[src/rtl/stopwatch_bcd_core.sv]
// Stopwatch core: counts base-tick toggles as centiseconds in MM:SS.cc BCD
// and owns the run/pause/lap/clear control plus the timer enable.
module stopwatch_bcd_core #(
  parameter int unsigned MAX_MIN = 99
) (
  input  logic       i_sclk,
  input  logic       i_reset_n,
  input  logic       i_base_tick,
  input  logic       i_start_stop,
  input  logic       i_lap,
  input  logic       i_clear,
  output logic       o_timerenb,
  output logic [7:0] o_cs_bcd,
  output logic [7:0] o_sec_bcd,
  output logic [7:0] o_min_bcd,
  output logic       o_running,
  output logic       o_lap_hold,
  output logic       o_overflow
);

  localparam logic [1:0] S_IDLE  = 2'd0;
  localparam logic [1:0] S_RUN   = 2'd1;
  localparam logic [1:0] S_PAUSE = 2'd2;
  localparam logic [1:0] S_LAP   = 2'd3;

  localparam logic [3:0] MAX_T = 4'(MAX_MIN / 10);
  localparam logic [3:0] MAX_U = 4'(MAX_MIN % 10);

  // digit order, low to high: cs units, cs tens, sec units,
  // sec tens, min units, min tens
  localparam logic [5:0][3:0] LIM = {
    4'd9, 4'd9, 4'd5, 4'd9, 4'd9, 4'd9
  };
  localparam logic [5:0][3:0] TOP = {
    MAX_T, MAX_U, 4'd5, 4'd9, 4'd9, 4'd9
  };

  logic [1:0]       state;
  logic [1:0]       state_n;
  logic             tick_q;
  logic             overflow;
  logic [5:0][3:0]  live;
  logic [5:0][3:0]  frozen;
  logic [5:0][3:0]  live_inc;
  logic [5:0][3:0]  shown;

  logic evt;
  logic active;
  logic inc;
  logic at_max;
  logic snap;
  logic carry;

  assign evt    = i_base_tick ^ tick_q;
  assign active = (state == S_RUN) || (state == S_LAP);
  assign inc    = evt && active;
  assign at_max = (live == TOP);

  always_comb begin
    live_inc = live;
    carry    = 1'b1;
    for (int i = 0; i < 6; i++) begin
      if (carry) begin
        if (live[i] == LIM[i]) begin
          live_inc[i] = 4'd0;
        end else begin
          live_inc[i] = live[i] + 4'd1;
          carry       = 1'b0;
        end
      end
    end
  end

  always_comb begin
    state_n = state;
    snap    = 1'b0;
    if (i_start_stop) begin
      unique case (state)
        S_IDLE:  state_n = S_RUN;
        S_RUN:   state_n = S_PAUSE;
        S_LAP:   state_n = S_PAUSE;
        S_PAUSE: state_n = overflow ? S_PAUSE : S_RUN;
        default: state_n = S_IDLE;
      endcase
    end else if (i_lap && active) begin
      state_n = S_LAP;
      snap    = 1'b1;
    end
    // saturation always parks the watch, whatever the pulses asked for
    if (inc && at_max) begin
      state_n = S_PAUSE;
    end
  end

  always_ff @(posedge i_sclk or negedge i_reset_n) begin
    if (!i_reset_n) begin
      state    <= S_IDLE;
      tick_q   <= 1'b0;
      overflow <= 1'b0;
      live     <= '0;
      frozen   <= '0;
    end else begin
      tick_q <= i_base_tick;
      if (i_clear) begin
        state    <= S_IDLE;
        overflow <= 1'b0;
        live     <= '0;
        frozen   <= '0;
      end else begin
        state <= state_n;
        if (snap) begin
          frozen <= live;
        end
        if (inc) begin
          if (at_max) begin
            overflow <= 1'b1;
          end else begin
            live <= live_inc;
          end
        end
      end
    end
  end

  always_comb begin
    shown = live;
    unique case (1'b1)
      (state == S_LAP): shown = frozen;
      default:          shown = live;
    endcase
  end

  assign o_timerenb = active;
  assign o_running  = active;
  assign o_lap_hold = (state == S_LAP);
  assign o_overflow = overflow;
  assign o_cs_bcd   = {shown[1], shown[0]};
  assign o_sec_bcd  = {shown[3], shown[2]};
  assign o_min_bcd  = {shown[5], shown[4]};

endmodule

[config.mk]
export PLATFORM = sky130hd
export DESIGN_NAME = stopwatch_bcd_core
export DESIGN_NICKNAME = d
export VERILOG_FILES = /design/src/rtl/stopwatch_bcd_core.sv
export SDC_FILE = /design/constraint.sdc
export NUM_CORES = 1
export LEC_CHECK = 0
export ABC_AREA = 1
export CORE_ASPECT_RATIO = 1.1
export CORE_MARGIN = 2
export CORE_UTILIZATION = 55
export DETAILED_ROUTE_END_ITERATION = 8
export DONT_BUFFER_PORTS = 1
export HOLD_SLACK_MARGIN = 0.06
export PLACE_DENSITY = 0.73
export SETUP_SLACK_MARGIN = 0.4
export SYNTH_ARGS = -nofsm -noshare
export SYNTH_HDL_FRONTEND = slang
export SYNTH_SLANG_ARGS = --single-unit
[constraint.sdc]
create_clock -name i_sclk -period 1.55 [get_ports i_sclk]
set_input_delay 0.3875 -clock i_sclk [delete_from_list [all_inputs] [get_ports i_sclk]]
set_output_delay 0.3875 -clock i_sclk [all_outputs]
set_load 0.02 [all_outputs]
Word-level counts from Yosys, hierarchy flattened
Index checks and enable logic that the tools add are counted.
{ "totals": {"elab_cells": 92, "inputBits": 6, "out_inout_bits": 28, "ff_bits": 52} }
{ "op_classes": {"n_addsub": 6, "mux": 37, "n_bitwise": 1, "eq_ne": 11, "reduce_logical": 22} }
{ "ops": {"columns": ["op", "n"], "rows": [
  ["two-way mux 24 bit", 6],
  ["two-way mux 4 bit", 11],
  ["adder 4 x 1 -> 4 bit, second input constant", 6],
  ["equality test 24 bit, second input constant", 1],
  ["equality test 4 bit, second input constant", 5],
  ["nonzero test 2 bit", 8],
  ["AND reduction 3 bit", 5],
  ["two-way mux 1 bit", 14],
  ["two-way mux 2 bit", 5],
  ["case mux 2 bit (3 select lines)", 1],
  ["equality test 2 bit, second input constant", 2],
  ["equality test 4 x 3 -> 1 bit, second input constant", 1],
  ["AND reduction 2 bit", 2],
  ["nonzero test 4 bit", 1],
  ["logical AND 1 bit", 3],
  ["equality test 2 x 1 -> 1 bit, second input constant", 1],
  ["logical NOT 2 bit", 1],
  ["inequality test 2 bit, second input constant", 1],
  ["OR reduction 2 bit", 1],
  ["logical OR 1 bit", 1],
  ["XOR 1 bit", 1]
]} }

Depth between registers and ports, before layout
Gate-level depths: netlist (run 1).
{ "logic_depth": {"ltp_word": 10, "ltp_mapped": 11, "mapped_depth_nobuf": 11} }

Worst setup path after synthesis (run 1)
No wires, ideal clock.
{ "synth_timing": {"path_kind": "register to output", "start": "register state[0]", "end": "output o_cs_bcd[0]", "path_slack_ns": -0.187, "arrival_time_ns": 1.350, "path_stages_with_launch": 6, "required_ns": 1.162, "cell_sequence": "dfrtp_1 buf_2 nand2_1 buf_2 buf_2 o21ai_0"} }
{ "synth_via": {"elab_chain_cells": 2} }
{ "synth_rtl": {"columns": ["element", "line", "source"], "rows": [
  ["start: declaration", "38", "logic [1:0] state;"],
  ["start signal: assignment", "110", "state <= state_n;"],
  ["equality test 2 bit", "128", "(state == S_LAP): shown = frozen;"],
  ["two-way mux 24 bit", "127", "unique case (1'b1)"],
  ["end: declaration", "13", "output logic [7:0] o_cs_bcd,"]
]} }
Every way passes these cells.

Worst setup path in the final report (run 1)
{ "layout_timing": {"start": "register state[1]", "end": "output o_cs_bcd[0]"} }
Same word-level chain as after synthesis.

==> results of run 1 <==
## flip-flops by register name (all words and copies together), names as in the netlist
register and count:
tick_q 1, frozen 24, state 2, live 24
o_overflow 1
## cells in the final DEF (no fill, tap or decap), types with 2 or more instances in the layout
| master | synthesis | final |
|---|---|---|
| o21ai_2 | 2 | 6 |
| nor3_1 | 2 | 2 |
| o21ai_0 | 37 | 5 |
| o22ai_1 | 19 | 14 |
| xnor2_1 | 5 | 5 |
| nand2_2 | 3 | 26 |
| nand3_2 | 0 | 4 |
| inv_1 | 58 | 50 |
| ha_1 | 12 | 8 |
| ha_4 | 0 | 4 |
| nand3_1 | 32 | 23 |
| inv_4 | 0 | 2 |
| nand4_1 | 19 | 19 |
| nand2_1 | 99 | 55 |
| buf_12 | 0 | 8 |
| buf_6 | 1 | 12 |
| o22ai_2 | 0 | 5 |
| nand2_8 | 0 | 2 |
| clkbuf_8 | 0 | 5 |
| inv_2 | 0 | 5 |
| o21ai_4 | 0 | 23 |
| o21ai_1 | 1 | 6 |
| xor2_1 | 3 | 3 |
| dfrtp_2 | 0 | 4 |
| nor2_1 | 27 | 24 |
| nor2_4 | 2 | 8 |
| nand2_4 | 0 | 20 |
| nand3_4 | 1 | 7 |
| buf_4 | 2 | 46 |
| dfrtp_1 | 52 | 48 |
## routing by layer
metal  GRT usage (%)  vias up  routed length [um]
met5               0        -                   0
met4            11.4        0                 289
met3            6.01       36                 617
met2            50.4      139                4980
met1            36.0     1502                3760
li1                -     1430                   -
## through the flow
| step | cell area, um2 | hold WS (ns) | setup WS, ns | setup TNS (ns) |
|---|---|---|---|---|
| detailed placement | 3850 | 0.0937 | -0.109 | -1.55 |
| floorplan | 3500 | 0.0919 | 0.0329 | 0 |
| finish | 4590 | -0.258 | -0.182 | -5.32 |
| global placement | 3850 | 0.0937 | -0.0341 | -0.412 |
| CTS | 4400 | -0.248 | -0.175 | -3.83 |
| global route | 4590 | -0.263 | -0.225 | -7.83 |
## kinds of logic (layout without fill, tap and decap cells)
family | count (synthesis) | after routing | share of synthesized area, %
DFF | 52 | 52 | 42.8
adders and majority gates | 12 | 12 | 4.93
AOI/OAI and AO/OA | 62 | 62 | 11.3
xor gates and xnor gates | 8 | 8 | 2.30
buffers and inverters | 76 | 134 | 10.2
and+or+nand+nor | 191 | 193 | 28.5
## power breakdown
| group | switching [uW] | leakage, uW | internal (uW) |
|---|---|---|---|
| Clock | 461 | 0.0000552 | 480 |
| Sequential | 94.4 | 0.000704 | 1440 |
| Combinational | 704 | 0.00125 | 533 |
## synthesized netlist by cell type
master    instances  area, um2
nand2_1          99        372
inv_1            58        218
dfrtp_1          52       1300
o21ai_0          37        185
nand3_1          32        160
nor2_1           27        101
nand4_1          19        119
o22ai_1          19        119
ha_1             12        150
buf_2             9       45.0
clkbuf_1          6       22.5
xnor2_1           5       43.8
nor2_2            4       25.0
nand2_2           3       18.8
xor2_1            3       26.3
a21oi_1           2       10.0
buf_4             2       15.0
nor2_4            2       22.5
nor3_1            2       10.0
o21ai_2           2       17.5
buf_6             1       11.3
nand3_4           1       17.5
nand3b_1          1       7.51
nand4_2           1       12.5
o211ai_1          1       7.51
o21ai_1           1       5.00
## final cells by class
cell class,instances,area [um2],share of cell area [%]
Multi-Input combinational cell,275,2170,47.3
Sequential cell,52,1310,28.5
Timing Repair Buffer,68,681,14.8
Inverter,58,226,4.94
Tap cell,75,93.8,2.05
Clock buffer,6,72.6,1.58
Clock inverter,2,35.0,0.764
## what timing repair did
item	CTS	global route
endpoints found under the hold margin	52	52
pin swaps	27	23
setup buffers	11	4
cloned	3	1
endpoints found under the setup margin	79	79
resized for setup	95	29
## critical path: stages (launching register included)
cell and delay [ns]:
dfrtp_2 0.48, nand2_8 0.17, buf_6 0.15, nand2_4 0.04, o21ai_2 0.05, buf_6 0.13
## worst paths after layout
check	endpoint	cells past startpoint	from
setup reg to reg	live[7]	10	live[13]
hold / removal	live[10]	0	i_reset_n
hold reg to reg	frozen[22]	2	frozen[22]
setup / recovery	o_cs_bcd[0]	5	state[1]
min in group i_sclk	tick_q	0	i_base_tick
max in group asynchronous	o_overflow	0	i_reset_n
==> flow_summary.yaml, run 1 <==
route:
  vias: 3107
  drt_wl_total_mm: 9.65
  final_antenna_net_count: 0
  via_per_inst: 5.80
  drtIter0Drc: 205
  drc: 0
  first_pass_iters: 5
  drt-wirelength-per-cell_um: 18.0
yosys:
  synth.net_count: 419
  yosysSeqAreaShare_pct: 42.8
  synth_area_mm2: 0.00304
  synth_cells: 401
  ys_ff_latch: 52
  avgSynthCellArea_um2: 7.59
  yosysWarnings: 0
  synth.distinct_cells: 26
finish:
  instances_no_fill: 536
  antenna_cells: 0
  nets: 478
  syn2layout_area_growth_pct: 50.7
  final_util_pct: 85.6
  layout-drive-gt1-share_pct: 42.3
  fillers: 285
worst_setup_path:
  r2r_slack_ns: -0.12
  worstPathArrival_ns: 1.34
  cp.required_ns: 1.16
  critPathCaptureType: "output port"
  startpoint_type: "flop"
  path_max_fanout: 6
  path_class: "reg2out"
global_route:
  grt_pass1_wl_mm: 13.6
  antenna_found_initial: 0
  grtUsageTotal_pct: 29.4
  grt_overflow: 0
  first_global_vias: 2910
  grt_max_degree: 53
placement:
  place_congestion: 0.879
  place_hpwl_mm: 5.15
  dp_cells: 509
  io_buffers: 0
power_and_ir_drop:
  power_uw: 3710
  vdd_drop_max_v: 0.000926
  power.leakage_uw: 0.00200
  pwr_density_cell_mw_per_mm2: 810
worst_hold_path:
  hp-class: "in2async"
run:
  cap_violations: 0
cts:
  root_buffer: "clkbuf_8"
  clock-sinks: 52
  htreeDepth: 2
  numCtsBuffers: 5
  clkLatencyLatePin_ns: 0.33
  clk_pin_slew_ns: 0.10
  clockBufferDepth: 2
  tritoncts: "built"
outcome:
  violations: "hold timing, setup timing"
  status: "finished, violations left"
die:
  die-width_um: 74.9
  start_util_pct: 56.8
  die_area_mm2: 0.00614
  ioPinCount: 34
  die_h_um: 82.0
  core-area_mm2: 0.00536
  rows: 28
timing:
  whs_ns: -0.258
  max_freq_mhz: 577
  setup_ws_ns: -0.182
  fin_crit_sh_pct: 112
  hold_violations: 52
  final_max_slew_viol_count: 0
  worst_slew_pin_slew_ns: 0.393
  rsz0062_at_grt: "true"
  finalSetupViolations: 49
  min_period_ns: 1.73
  clock_skew_ns: 0.0191
  max_slew_margin_pct: 73.8
Note: power is estimated with default switching activity, not from simulation.
==> run 2: changes to the inputs <==
==> constraint.sdc (replaced) <==
create_clock -name i_sclk -period 1.55 [get_ports i_sclk]
set_input_delay 0.31 -clock i_sclk [delete_from_list [all_inputs] [get_ports i_sclk]]
set_output_delay 0.31 -clock i_sclk [all_outputs]
set_load 0.02 [all_outputs]
==> run 2 against run 1 <==
Compared with the run above: the run still ends with hold timing, setup timing left; clock skew decreased by 0.0095 ns; sequential power barely moved; cell area up 2.7%; cell count grew 0.19%; maximum frequency increased by 0.32%; global-route usage is 0.38 points higher; register-to-register slack got worse by 0.06 ns; combinational power rose by 5%; setup slack improved by 0.0055 ns; sequential cell count stayed put; largest power group unchanged.
==> flow_summary.yaml, run 2 (synthesized netlist as in run 1, its figures left out) <==
route:
  drtIter0Drc: 297
  final_antenna_net_count: 0
  drc: 0
  drt-wirelength-per-cell_um: 19.0
  drt_wl_total_mm: 10.2
  first_pass_iters: 5
  via_per_inst: 5.95
  vias: 3195
worst_setup_path:
  cp.required_ns: 1.75
  critPathCaptureType: "flop"
  path_max_fanout: 4
  path_class: "reg2reg"
  worstPathArrival_ns: 1.93
  startpoint_type: "flop"
  r2r_slack_ns: -0.18
timing:
  finalSetupViolations: 48
  max_freq_mhz: 579
  max_slew_margin_pct: 65.6
  worst_slew_pin_slew_ns: 0.516
  hold_violations: 52
  fin_crit_sh_pct: 111
  min_period_ns: 1.73
  fin_tns_setup_ns: -4.62
  rsz0062_at_grt: "true"
  whs_ns: -0.318
  final_max_slew_viol_count: 0
  clock_skew_ns: 0.00956
  setup_ws_ns: -0.177
cts:
  clockBufferDepth: 2
  clock-sinks: 52
  htreeDepth: 2
  numCtsBuffers: 5
  clk_pin_slew_ns: 0.10
  clkLatencyLatePin_ns: 0.31
  root_buffer: "clkbuf_8"
  tritoncts: "built"
  cts.hold.buffers_added: 2
finish:
  nets: 479
  syn2layout_area_growth_pct: 54.8
  reg.largest.list: "frozen x24, live x24, state x2"
  layout-drive-gt1-share_pct: 45.5
  antenna_cells: 0
  layout_commonest_cell: "nand2_1"
  layout_common_cells: "nand2_1 (60), inv_1 (50), dfrtp_1 (50)"
die:
  die-width_um: 74.9
  start_util_pct: 56.8
  ioPinCount: 34
  die_area_mm2: 0.00614
  rows: 28
  die_h_um: 82.0
  core-area_mm2: 0.00536
global_route:
  met3_usage_pct: 4.42
  grtUsageTotal_pct: 29.8
  antenna_found_initial: 0
  grt_pass1_wl_mm: 13.8
  grt_max_degree: 53
  busiest_layer: "met2"
  gr-usage-met1_pct: 37.8
  grt_overflow: 0
  first_global_vias: 2867
  grt_use_met2_pct: 51.6
placement:
  place_congestion: 0.861
  io_buffers: 0
  place_hpwl_mm: 5.10
power_and_ir_drop:
  power_uw: 3640
  vdd_drop_max_v: 0.000714
  pwr_density_cell_mw_per_mm2: 773
  power.leakage_uw: 0.00206
outcome:
  status: "finished, violations left"
  violations: "hold timing, setup timing"
run:
  cap_violations: 0
worst_hold_path:
  hp-class: "in2async"
run 2: per-layer routing:
layer	up-vias	wire, um
met5	-	0
met2	177	5280
met4	0	373
li1	1437	-
met1	1543	3860
met3	38	706
run 2: area by class of cell:
type                    instances  area, um2
clock buffers                   6       82.6
clock inverters                 2       10.0
fillers                       239        651
inverters                      58        223
multi-input cells             275       2290
flip-flops and latches         52       1300
well taps                      75       93.8
repair buffers                 69        711
run 2: path summary, 6_finish.rpt:
check                          start  cells after the start          to
setup / recovery             live[9]                     10    live[22]
hold / removal             i_reset_n                      0  frozen[19]
setup reg to reg             live[9]                     10    live[22]
hold reg to reg             live[21]                      2  frozen[21]
max in group asynchronous  i_reset_n                      0     live[7]
min in group i_sclk          i_clear                      3     live[0]
run 2: what timing repair did:
item / in CTS / in global routing
setup buffers: 10 / 5
gates resized for setup: 85 / 60
hold endpoints to repair: 54 / 52
pin swaps: 22 / 31
setup endpoints to repair: 78 / 78
gates cloned: 3 / 3
run 2: worst max-delay path: stages (launching register included):
cell and delay (ns):
dfrtp_1 0.41, inv_2 0.09, ha_4 0.15, buf_4 0.11, nand3_2 0.14, nor2_1 0.15
nand2_1 0.08, nor2_1 0.18, nand4_1 0.16, nand2_1 0.12, inv_1 0.04
run 2: power by group:
| group | total (uW) | switching, uW | internal [uW] | leakage, uW |
|---|---|---|---|---|
| Sequential | 1540 | 95.5 | 1440 | 0.000707 |
| Combinational | 1300 | 733 | 564 | 0.00130 |
| Clock | 806 | 449 | 358 | 0.0000510 |
| Total | 3640 | 1280 | 2360 | 0.00206 |
run 2: stage by stage:
stage	worst slack, ns	instances	hold slack [ns]	util, %	area [um2]
final	-0.177	537	-0.318	87.9	4710
after global routing	-0.264	537	-0.327	87.9	4710
after CTS	-0.0911	529	-0.314	81.3	4360
after floorplan	0.0266	401	0.0144	-	3500
after detailed placement	-0.0653	506	0.0159	70.9	3800
after global placement	-0.0344	506	0.0161	70.9	3800
